===== config.mk =====
export PLATFORM = sky130hd
export DESIGN_NAME = pc_unit
export DESIGN_NICKNAME = d
export VERILOG_FILES = /design/src/rtl/pc_unit.sv
export SDC_FILE = /design/constraint.sdc
export NUM_CORES = 1
export LEC_CHECK = 0
export BUFFER_PORTS_ARGS = -buffer_cell sky130_fd_sc_hd__buf_2
export CAP_MARGIN = 20
export CELL_PAD_IN_SITES_DETAIL_PLACEMENT = 1
export CELL_PAD_IN_SITES_GLOBAL_PLACEMENT = 1
export CORE_AREA = 10 10 140 142
export CTS_CLUSTER_DIAMETER = 80
export DETAILED_ROUTE_END_ITERATION = 10
export DIE_AREA = 0 0 150 152
export PLACE_DENSITY = 0.76
export SLEW_MARGIN = 20
export SYNTH_ARGS = -nofsm -noshare
export SYNTH_HDL_FRONTEND = slang
export SYNTH_SLANG_ARGS = --single-unit

===== constraint.sdc =====
create_clock -name clk -period 5.7 [get_ports clk]
set_clock_uncertainty 0.1 [all_clocks]
set_input_delay 0.57 -clock clk [delete_from_list [all_inputs] [get_ports clk]]
set_output_delay 0.57 -clock clk [all_outputs]
set_load 0.02 [all_outputs]

===== src/rtl/pc_unit.sv =====
// Program-counter unit: word-address fetch PC with stall, jump/branch redirect,
// trap vectoring, configurable reset vector and a circular return-address stack.
module pc_unit #(
  parameter int unsigned          WIDTH      = 30,
  parameter logic [WIDTH-1:0]     RESET_ADDR = '0,
  parameter int unsigned          RAS_DEPTH  = 4
) (
  input  logic             clk,
  input  logic             rst,
  input  logic             stall,
  input  logic             set,
  input  logic [WIDTH-1:0] jmp_addr,
  input  logic             trap,
  input  logic [WIDTH-1:0] trap_vec,
  input  logic             call,
  input  logic             ret,
  output logic [WIDTH-1:0] pc,
  output logic [WIDTH-1:0] n_pc,
  output logic             ras_empty,
  output logic             ras_full,
  output logic             ret_miss
);

  localparam int unsigned PW = (RAS_DEPTH > 1) ? $clog2(RAS_DEPTH) : 1;
  localparam int unsigned CW = PW + 1;
  localparam logic [CW-1:0] FULL_CNT = CW'(RAS_DEPTH);

  logic [WIDTH-1:0] ras [RAS_DEPTH];
  logic [PW-1:0]    tp;
  logic [CW-1:0]    cnt;

  logic [WIDTH-1:0] nxt_pc;
  logic             do_push;
  logic             do_pop;
  logic             do_swap;
  logic             do_miss;
  logic             do_flush;

  assign n_pc      = pc + 1'b1;
  assign ras_empty = (cnt == '0);
  assign ras_full  = (cnt == FULL_CNT);

  // Next-PC selection and RAS operation decode, in redirect priority order.
  // A call+ret pair on a non-empty stack collapses to an in-place overwrite
  // of the top entry (pop followed by push).
  always_comb begin
    nxt_pc   = n_pc;
    do_push  = 1'b0;
    do_pop   = 1'b0;
    do_swap  = 1'b0;
    do_miss  = 1'b0;
    do_flush = 1'b0;
    if (trap) begin
      nxt_pc   = trap_vec;
      do_flush = 1'b1;
    end else if (set) begin
      nxt_pc  = jmp_addr;
      do_push = call;
    end else if (ret && !stall) begin
      if (!ras_empty) begin
        nxt_pc  = ras[tp];
        do_swap = call;
        do_pop  = !call;
      end else begin
        do_miss = 1'b1;
        do_push = call;
      end
    end else if (stall) begin
      nxt_pc = pc;
    end else begin
      do_push = call;
    end
  end

  // PC, RAS pointer/count and miss flag registers.
  always_ff @(posedge clk) begin
    if (rst) begin
      pc       <= RESET_ADDR;
      tp       <= '0;
      cnt      <= '0;
      ret_miss <= 1'b0;
    end else begin
      pc       <= nxt_pc;
      ret_miss <= do_miss;
      if (do_flush) begin
        cnt <= '0;
      end else if (do_push) begin
        tp <= tp + 1'b1;
        if (!ras_full) cnt <= cnt + 1'b1;
      end else if (do_pop) begin
        tp  <= tp - 1'b1;
        cnt <= cnt - 1'b1;
      end
    end
  end

  // RAS entry storage; contents are not reset.
  always_ff @(posedge clk) begin
    if (!rst) begin
      if (do_push) ras[tp + 1'b1] <= n_pc;
      else if (do_swap) ras[tp] <= n_pc;
    end
  end

endmodule


Yosys cells after proc, flatten, opt, wreduce, memory -nomap -nowiden:

Memories as Yosys holds them, arrays and structs flattened. A register that Yosys moved wholly into a read port is not among the register bits.
Cells that the tools add are included.

* register bits: 36
* memory bits (writable): 120
* bits of input ports: 67
* output and inout bits: 63
* word-level logic and storage cells: 62
* memories kept: 1

Memory list
* ras: words 4, width 30, rd ports 1, clocked after memory_dff 1, wr ports 1, line 28 `logic [WIDTH-1:0] ras [RAS_DEPTH];`

* $add $sub $neg: 5
* equality and inequality tests: 3
* muxes and demuxes: 37
* bitwise gates (word level): 2
* reductions and logical operators: 10

Operators by type and width (number)
* $mux 30: 6
* $add 30x1->30 const B: 1
* $reduce_or 30->1: 1
* $mux 1: 23
* $mux 2: 5
* $mux 3: 3
* $ne 4x1->1 const B: 1
* $reduce_and 2->1: 2
* $reduce_or 4->1: 1
* $add 3x1->3 const B: 1
* $eq 3x3->1 const B: 1
* $logic_not 3->1: 1
* $sub 3x1->3 const B: 1
* $add 2x1->2 const B: 1
* $logic_not 1->1: 2
* $ne 2x2->1 const B: 1
* $not 1->1: 2
* $reduce_bool 2->1: 1
* $reduce_or 2->1: 1
* $sub 2x1->2 const B: 1
* $logic_and 1x1->1: 1

Depth between registers and ports, before layout:

Gate-level depths: netlist of the first run.

* word-level depth: 11
* mapped depth: 8
* mapped depth without buffers: 6

Worst setup path before layout of the first run:

Ideal clock, no wire load.

* path type: input port to flip-flop
* start point: input stall
* end point: memory ras[3][0], enable pin
* setup time: 0.493 ns
* arrival: 4.420 ns
* data required time: 5.107 ns
* setup slack: 0.687 ns
* stages: 6
* path buffers: 3
* cell sequence: buf_2 > nand2b_1 > clkbuf_1 > clkbuf_1 > nand3_1 > nor4_1

* word-level cells in the longest chain between the ends: 11
* elaborated cells on any way between the ends: 19
* those cells by class: mux (16); reduce/logical (3)

RTL lines
* start: declaration: line 10 `input logic stall,`
* $logic_not 1->1: line 59 `end else if (ret && !stall) begin`
* $logic_and 1x1->1: line 59
* $mux 1: line 59
* $mux 1: line 56 `end else if (set) begin`
* $mux 1: line 53 `if (trap) begin`
* $mux 1: line 101 `else if (do_swap) ras[tp] <= n_pc;`
* $mux 1: line 100 `if (do_push) ras[tp + 1'b1] <= n_pc;`
* $mux 1: line 99 `if (!rst) begin`
* $mux 1 (not written as such): line 101
* $reduce_or 30->1 (no line)
* $mux 2 (no line) or $mux 1 (tied branches)
* end: declaration: line 28

Several ways; a longest one is shown, not always the timed one.

Worst setup path in the final report of the first run:

* start point: register pc[14]
* end point: output n_pc[25]

* word-level cells in the longest chain between the ends: 1

RTL lines
* start: declaration: line 17 `output logic [WIDTH-1:0] pc,`
* start signal: assignment: line 83 `pc <= nxt_pc;`
* $add 30x1->30: line 39 `assign n_pc = pc + 1'b1;`
* end: declaration: line 18 `output logic [WIDTH-1:0] n_pc,`

Every way passes these cells.

==> out/results.tsv, run 1 <==
metric	value	unit
critical path startpoint category	flip-flop	
detailed-route vias per instance	6.08	
Post-synth EDFFs	120	
initial antenna violation count	0	
Post-synth top flop	sky130_fd_sc_hd__edfxtp_1	
post-cts gate resize count	0	
final wirelength	23600	um
largest cells by area after synthesis	sky130_fd_sc_hd__edfxtp_1 (49%), sky130_fd_sc_hd__dfxtp_1 (10%), sky130_fd_sc_hd__mux4_2 (9.1%)	
number of maximum-capacitance violations	0	
FF-to-FF Start	cnt[0]$_SDFFE_PP0P_	
classification of the worst setup path	reg -> out	
Peak supply drop	0.000246	V
largest fanout on the critical path	8	
FP Rows	48	
nets in the synthesized netlist	623	
fin cells	917	
cell type group with the largest total delay on the critical path	simple AND/OR/NAND/NOR gates	
number of nets in the layout	748	
core box area	0.0169	sq mm
async set-reset flop share out of synthesis	0	
Crit path largest cell delay	0.62	ns
Register-to-Register Setup Slack	2.33	ns
largest net degree at the start of global routing	56	
sequential share of the synthesized area	0.590	
initial standard-cell utilization of the core	0.437	
hold violation count in the final report	0	
Final setup violation count	0	
post-synth top area share	0.487	
overall track demand over capacity in global routing	0.207	
DRC violation count after routing	0	
CTS HTree Levels	4	
final worst slack	2.17	ns
share of the core filled with cells	0.517	
worst-skew pair later-pin latency	0.43	ns
clock sink count	158	
cts hold-fix bufs	0	
port bufs	129	
final setup TNS	0	ns
unrepaired setup endpoints after global routing	no	
critical path cell sequence	nand4_4 -> nor4_2 -> nand4_1 -> xnor2_1 -> buf_2	
cell area after synthesis	0.00740	sq mm
fraction of layout cells with a size suffix above 1	0.331	
first-pass iteration count of the detailed router	5	
total half-perimeter wirelength after legalization and detailed placement	16500	um
largest buffer count on any clock path	2	
number of filler instances in the final layout	1767	
number of pins exceeding their max-slew limit in the final report	0	
Data required, critical path	5.03	ns
P_leak	3.22	nW
logic depth of the worst register-to-register path	6	
CP max stage cell	sky130_fd_sc_hd__xnor2_1	
class of the worst hold path	in -> reg	
result of the run	finished, final reports clean	
vias in the first global route	5874	
worst endpoint data arrival time	2.86	ns
largest area contributor in the netlist	sky130_fd_sc_hd__edfxtp_1	
CTS tree	done	
gpl congestion	0.851	
top library cells by usage in the layout, fill and taps aside	sky130_fd_sc_hd__buf_2 (129), sky130_fd_sc_hd__edfxtp_1 (120), sky130_fd_sc_hd__nor2_1 (40), sky130_fd_sc_hd__dfxtp_1 (37), sky130_fd_sc_hd__nand2_1 (33)	
Post-Syn Area per Cell	13.4	sq um
yosys synthesis warning count	0	
number of top-level design ports	130	
pin slew with the least headroom to its limit	1.10	ns
via count	5576	
clock root buffer	sky130_fd_sc_hd__clkbuf_16	
WP buf/inv	1	
die width	150	um
pwr dens	312	mW/mm^2
floorplan die area	0.0228	sq mm
final instance area	0.00876	sq mm
post-CTS repair timing setup buffer count	0	
relative slew slack	0.268	
peak clock frequency supported by timing	283	MHz
pre-CTS setup slack	2.03	ns
wire per inst	25.8	um
kind of end point of the critical path	output pin	
Distinct cells, synth	65	
number of standard cells after synthesis	554	
instance area after placement	0.00820	sq mm
most common library cell in the layout ignoring fill and taps	sky130_fd_sc_hd__buf_2	
Final Cycle Share	0.620	
global-route wire length before repair	36100	um
Final min period	3.53	ns
Diodes inserted	0	
number of instances in the placed design	885	
area added between synthesis and finish	18.5	%
antenna-violating nets left	0	
die outline height	152	um
total CTS buffers	17	
GRT Residual Overflow	0	
Starting DRT DRC Count	505	
number of storage elements in the synthesis netlist	158	
number of stages on the worst hold path	3	
worst hold path endpoint	pc[6]$_SDFFE_PP0P_	
clk slew on worst S/H paths	0.06	ns
terminus of the critical flop-to-flop path	ras[2][24]$_DFFE_PP_	
min-delay src	trap_vec[6]	
## per-layer routing
layer	part of all wire	up-vias	track usage
li1	-	2416	-
met3	0.077	46	0.0484
met5	0	-	0
met4	0.020	0	0.0616
met1	0.40	2845	0.269
met2	0.50	269	0.335
## how the worst max path moves through the flow
stage	start	to	slack, ns	cells past startpoint
after floorplan	stall	ras[3][0]$_DFFE_PP_	0.69	6
after global placement	stall	ras[2][21]$_DFFE_PP_	2.29	7
after detailed placement	stall	ras[2][23]$_DFFE_PP_	2.03	7
after CTS	pc[14]$_SDFFE_PP0P_	n_pc[25]	2.24	5
after global routing	pc[14]$_SDFFE_PP0P_	n_pc[27]	2.11	5
final	pc[14]$_SDFFE_PP0P_	n_pc[25]	2.17	5
## Yosys cell counts (all sizes together), types with 6 or more instances
| master | count |
|---|---|
| or3 | 9 |
| edfxtp | 120 |
| clkbuf | 11 |
| nor2 | 45 |
| nand4 | 11 |
| a221oi | 21 |
| nand3 | 15 |
| a211oi | 6 |
| xor2 | 6 |
| xnor2 | 17 |
| nand2b | 7 |
| dfxtp | 38 |
| nor4 | 7 |
| and3 | 8 |
| mux2i | 8 |
| buf | 21 |
| a21oi | 30 |
| nor3 | 11 |
| or2 | 6 |
| nand2 | 33 |
| mux4 | 30 |
| nor2b | 6 |
| o21ai | 10 |
| inv | 22 |
## final cells by class
type	instances	area, sq um	area share
flip-flops and latches	158	4370	0.499
multi-input cells	341	2750	0.314
clock inverters	15	136	0.0156
clock buffers	17	425	0.0486
well taps	225	282	0.0321
inverters	23	86.3	0.00985
repair buffers	138	713	0.0814
## registers in the layout, indices dropped and copies added (netlist names), named ones only
register / cells
cnt: 3
pc: 30
ras: 120
ret_miss: 1
tp: 2
## report_power, final
group | internal (mW) | switching [mW]
combinational | 0.114 | 0.202
sequential | 1.28 | 0.0487
clock | 0.606 | 0.488
total | 2.00 | 0.739
## cells by family after synthesis
family | after synthesis | synth area share
XOR/XNOR | 23 | 0.0272
AO/OA/AOI/OAI | 110 | 0.109
adder cells (fa/ha/maj) | 2 | 0.00440
multiplexers | 40 | 0.105
flip-flops | 158 | 0.590
AND/OR/NAND/NOR | 166 | 0.124
buffers and inverters | 55 | 0.0404
## worst min-delay path: cells and delay by family
kind / cells / cell delay [ns]
AOI/OAI and AO/OA: 1 / 0.07
buffers and inverters: 2 / 0.15
## stage by stage
| stage | power, mW | hold WS, ns |
|---|---|---|
| 2_1_floorplan | 1.53 | 0.352 |
| 3_3_place_gp | 1.65 | 0.373 |
| 3_5_place_dp | 1.66 | 0.405 |
| 4_1_cts | 2.74 | 0.301 |
| 5_1_grt | 2.83 | 0.347 |
| 6_report | 2.74 | 0.311 |
No activity file was read; power rests on OpenSTA's default activity.
==> run 2, diff against run 1 <==
--- a/config.mk
+++ b/config.mk
@@ -5,15 +5,16 @@
 export SDC_FILE = /design/constraint.sdc
 export NUM_CORES = 1
 export LEC_CHECK = 0
+export ABC_AREA = 1
 export BUFFER_PORTS_ARGS = -buffer_cell sky130_fd_sc_hd__buf_2
 export CAP_MARGIN = 20
 export CELL_PAD_IN_SITES_DETAIL_PLACEMENT = 1
 export CELL_PAD_IN_SITES_GLOBAL_PLACEMENT = 1
-export CORE_AREA = 10 10 140 142
+export CORE_AREA = 10 10 146 148
 export CTS_CLUSTER_DIAMETER = 80
 export DETAILED_ROUTE_END_ITERATION = 10
-export DIE_AREA = 0 0 150 152
-export PLACE_DENSITY = 0.76
+export DIE_AREA = 0 0 156 158
+export PLACE_DENSITY = 0.77
 export SLEW_MARGIN = 20
 export SYNTH_ARGS = -nofsm -noshare
 export SYNTH_HDL_FRONTEND = slang
==> constraint.sdc (replaced) <==
create_clock -name clk -period 3.38 [get_ports clk]
set_clock_uncertainty 0.1 [all_clocks]
set_input_delay 0.338 -clock clk [delete_from_list [all_inputs] [get_ports clk]]
set_output_delay 0.338 -clock clk [all_outputs]
set_load 0.02 [all_outputs]
==> run 2 against run 1 <==
  * Final cell count up 31%
  * Critical endpoint is now n_pc[14]
  * Global-route usage up 1.9 points
  * First-iteration DRC count rose by 43%
  * Sequential power rose by 68%
  * Critical path type unchanged
  * Wire length up 19%
  * Sequential share of layout area is 2.8 points lower
  * Register-to-register slack worse by 1.3 ns
  * Clock power rose by 71%
  * Largest power group unchanged
  * Worst hold slack got worse by 0.26 ns
  * Via count increased by 23%
  * Critical path depth is 1 higher
  * Setup slack worse by 1.6 ns
==> out/results.tsv, run 2 <==
metric	value	unit	change
compound-gate portion of the synthesized area	0.158		was 0.109
wire per inst	23.4	um	was 25.8 um
top cells by count, synth	sky130_fd_sc_hd__nand2_1 (154), sky130_fd_sc_hd__edfxtp_1 (120), sky130_fd_sc_hd__nor2_1 (114)		was sky130_fd_sc_hd__edfxtp_1 (120), sky130_fd_sc_hd__nor2_1 (42), sky130_fd_sc_hd__dfxtp_1 (38)
worst-skew pair later-pin latency	0.43	ns	about the same
antenna-violating nets left	0		unchanged
Final setup violation count	0		unchanged
CTS tree	done		unchanged
Crit path largest cell delay	0.45	ns	was 0.62 ns
power share of the clock group	0.392		was 0.400
Data required, critical path	2.94	ns	was 5.03 ns
class of the worst hold path	in -> reg		unchanged
pin slew with the least headroom to its limit	0.963	ns	was 1.10 ns
combinational cell fraction of total power	0.137		was 0.115
pre-CTS setup slack	0.943	ns	was 2.03 ns
number of instances in the placed design	1166		was 885
async set-reset flop share out of synthesis	0		unchanged
P_leak	3.73	nW	was 3.22 nW
peak clock frequency supported by timing	360	MHz	
largest fanout on the critical path	6		was 8
Diodes inserted	0		unchanged
Final min period	2.78	ns	
Distinct cells, synth	43		was 65
FP Rows	50		was 48
synthesized-area fraction occupied by adder cells	0.00419		was 0.00440
overall track demand over capacity in global routing	0.226		was 0.207
number of storage elements in the synthesis netlist	158		unchanged
cell area after synthesis	0.00777	sq mm	was 0.00740 sq mm
die width	156	um	was 150 um
floorplan die area	0.0246	sq mm	was 0.0228 sq mm
Starting DRT DRC Count	720		was 505
number of pins exceeding their max-slew limit in the final report	0		unchanged
top library cells by usage in the layout, fill and taps aside	sky130_fd_sc_hd__nand2_1 (154), sky130_fd_sc_hd__buf_2 (129), sky130_fd_sc_hd__edfxtp_1 (120), sky130_fd_sc_hd__nor2_1 (110), sky130_fd_sc_hd__o21ai_0 (62)		was sky130_fd_sc_hd__buf_2 (129), sky130_fd_sc_hd__edfxtp_1 (120), sky130_fd_sc_hd__nor2_1 (40), sky130_fd_sc_hd__dfxtp_1 (37), sky130_fd_sc_hd__nand2_1 (33)
final setup TNS	0	ns	unchanged
number of flip-flops in the largest register	120		unchanged
post-CTS repair timing setup buffer count	0		unchanged
global-route wire length before repair	42400	um	was 36100 um
port bufs	129		unchanged
registers with the most flip-flops	ras: 120 flops, pc: 30 flops, cnt: 3 flops		unchanged
Register-to-Register Setup Slack	1.08	ns	was 2.33 ns
via count	6862		was 5576
number of maximum-capacitance violations	0		unchanged
dominant combinational cell family by area after synthesis	simple AND/OR/NAND/NOR gates		unchanged
clock sink count	158		unchanged
sequential fraction of design power	0.471		was 0.484
initial antenna violation count	1		was 0
final wirelength	28000	um	was 23600 um
relative slew slack	0.358		was 0.268
total CTS buffers	17		unchanged
critical path cell sequence	ha_1 -> nand3_2 -> nor2_4 -> nand3_1 -> xnor2_2 -> buf_2		was nand4_4 -> nor4_2 -> nand4_1 -> xnor2_1 -> buf_2
classification of the worst setup path	reg -> out		unchanged
parity-gate share of the synthesized area counting xor and xnor cells	0.0166		was 0.0272
die outline height	158	um	was 152 um
register with the most flip-flops	ras		unchanged
unrepaired setup endpoints after global routing	no		unchanged
Crit. Startpoint	pc[1]$_SDFFE_PP0P_		was pc[14]$_SDFFE_PP0P_
largest net degree at the start of global routing	61		was 56
pwr dens	511	mW/mm^2	was 312 mW/mm^2
number of top-level design ports	130		unchanged
result of the run	finished, final reports clean		unchanged
fraction of layout cells with a size suffix above 1	0.245		was 0.331
clock root buffer	sky130_fd_sc_hd__clkbuf_16		unchanged
largest area contributor in the netlist	sky130_fd_sc_hd__edfxtp_1		unchanged
multiplexer share of the synthesized area	0		was 0.105
Post-Syn Area per Cell	9.44	sq um	was 13.4 sq um
kind of end point of the critical path	output pin		unchanged
cts hold-fix bufs	0		unchanged
number of standard cells after synthesis	823		was 554
Final Cycle Share	0.822		
switch share	0.288		was 0.270
critical path startpoint category	flip-flop		unchanged
CP max stage cell	sky130_fd_sc_hd__xnor2_2		was sky130_fd_sc_hd__xnor2_1
logic depth of the worst register-to-register path	9		was 6
largest buffer count on any clock path	2		unchanged
capture point of the worst path	n_pc[14]		was n_pc[25]
sequential share of the synthesized area	0.562		was 0.590
core box area	0.0185	sq mm	was 0.0169 sq mm
fraction of the mapped netlist area in simple logic gates	0.204		was 0.124
post-synth top area share	0.464		was 0.487
initial standard-cell utilization of the core	0.421		was 0.437
instance area after placement	0.00871	sq mm	was 0.00820 sq mm
area added between synthesis and finish	19.5	%	was 18.5%
first-pass iteration count of the detailed router	5		unchanged
internal portion of total power	3.38	mW	was 2.00 mW
final worst slack	0.601	ns	was 2.17 ns
FF-to-FF Start	cnt[0]$_SDFFE_PP0P_		unchanged
DRC violation count after routing	0		unchanged
most used standard cell by instance count after synthesis	sky130_fd_sc_hd__nand2_1		was sky130_fd_sc_hd__edfxtp_1
number of nets in the layout	1020		was 748
gpl congestion	0.874		was 0.851
Peak supply drop	0.000472	V	was 0.000246 V
vias in the first global route	7013		was 5874
Post-synth EDFFs	120		unchanged
net switching power of the design	1.36	mW	was 739 uW
final instance area	0.00928	sq mm	was 0.00876 sq mm
detailed-route vias per instance	5.73		was 6.08
GRT Residual Overflow	0		unchanged
total half-perimeter wirelength after legalization and detailed placement	20400	um	was 16500 um
nets in the synthesized netlist	892		was 623
fin cells	1198		was 917
number of filler instances in the final layout	2139		was 1767
terminus of the critical flop-to-flop path	ras[3][11]$_DFFE_PP_		was ras[2][24]$_DFFE_PP_
worst endpoint data arrival time	2.34	ns	was 2.86 ns
hold violation count in the final report	0		unchanged
clk slew on worst S/H paths	0.07	ns	was 0.06 ns
Post-synth top flop	sky130_fd_sc_hd__edfxtp_1		unchanged
post-cts gate resize count	0		unchanged
yosys synthesis warning count	0		unchanged
most common library cell in the layout ignoring fill and taps	sky130_fd_sc_hd__nand2_1		was sky130_fd_sc_hd__buf_2
largest cells by area after synthesis	sky130_fd_sc_hd__edfxtp_1 (46%), sky130_fd_sc_hd__dfxtp_1 (9.8%), sky130_fd_sc_hd__nand2_1 (7.4%)		was sky130_fd_sc_hd__edfxtp_1 (49%), sky130_fd_sc_hd__dfxtp_1 (10%), sky130_fd_sc_hd__mux4_2 (9.1%)
CTS HTree Levels	4		unchanged
run 2: cells by family (layout without fill, tap and decap cells):
| kind of cell | Yosys count | after routing |
|---|---|---|
| simple gates | 350 | 350 |
| buf+inv | 104 | 245 |
| fa+ha+maj | 2 | 2 |
| xor+xnor | 13 | 13 |
| flops | 158 | 158 |
| compound gates | 196 | 196 |
run 2: worst max-delay path: cells and delay by family (launching register included):
kind | cells | cell delay, ns
buf+inv | 1 | 0.27
flops | 1 | 0.41
fa+ha+maj | 1 | 0.28
simple gates | 3 | 0.51
xor+xnor | 1 | 0.45
run 2: metrics by stage:
stage	util	power [mW]	hold slack, ns
final	0.503	4.74	0.0561
after detailed placement	0.472	2.92	0.420
after floorplan	-	2.63	0.317
after CTS	0.503	4.76	0.0381
after global routing	0.503	4.91	0.0760
after global placement	0.472	2.90	0.398
run 2: worst min-delay path by stage:
| stage | end | slack, ns | startpoint | cells after the start |
|---|---|---|---|---|
| final | ret_miss$_SDFF_PP0_ | 0.06 | rst | 2 |
| after CTS | ret_miss$_SDFF_PP0_ | 0.04 | rst | 2 |
| after global routing | ret_miss$_SDFF_PP0_ | 0.08 | rst | 2 |
| after floorplan | ret_miss$_SDFF_PP0_ | 0.32 | rst | 1 |
| after detailed placement | cnt[0]$_SDFFE_PP0P_ | 0.42 | cnt[0]$_SDFFE_PP0P_ | 1 |
| after global placement | cnt[0]$_SDFFE_PP0P_ | 0.40 | cnt[0]$_SDFFE_PP0P_ | 1 |
run 2: power groups by stage:
stage	registers [mW]	clock network, mW	logic [mW]
final	2.24	1.86	0.651
after global routing	2.24	1.96	0.704
after CTS	2.23	1.88	0.650
after detailed placement	2.28	0	0.647
after global placement	2.27	0	0.628
after floorplan	2.28	0	0.344
run 2: cell type report:
class / instances / area [sq um] / area share
multi-input cells: 561 / 2980 / 0.322
well taps: 234 / 293 / 0.0316
clock inverters: 15 / 138 / 0.0148
clock buffers: 17 / 425 / 0.0459
inverters: 65 / 246 / 0.0266
flip-flops and latches: 158 / 4370 / 0.471
repair buffers: 148 / 826 / 0.0890
run 2: metal layers:
metal,part of all wire,track usage,wire (um),up-vias
met4,0.017,0.0612,469,2
met1,0.43,0.306,12200,3419
met5,0.00025,0,7,-
li1,-,-,-,3152
met3,0.071,0.0453,1980,33
met2,0.48,0.361,13400,256
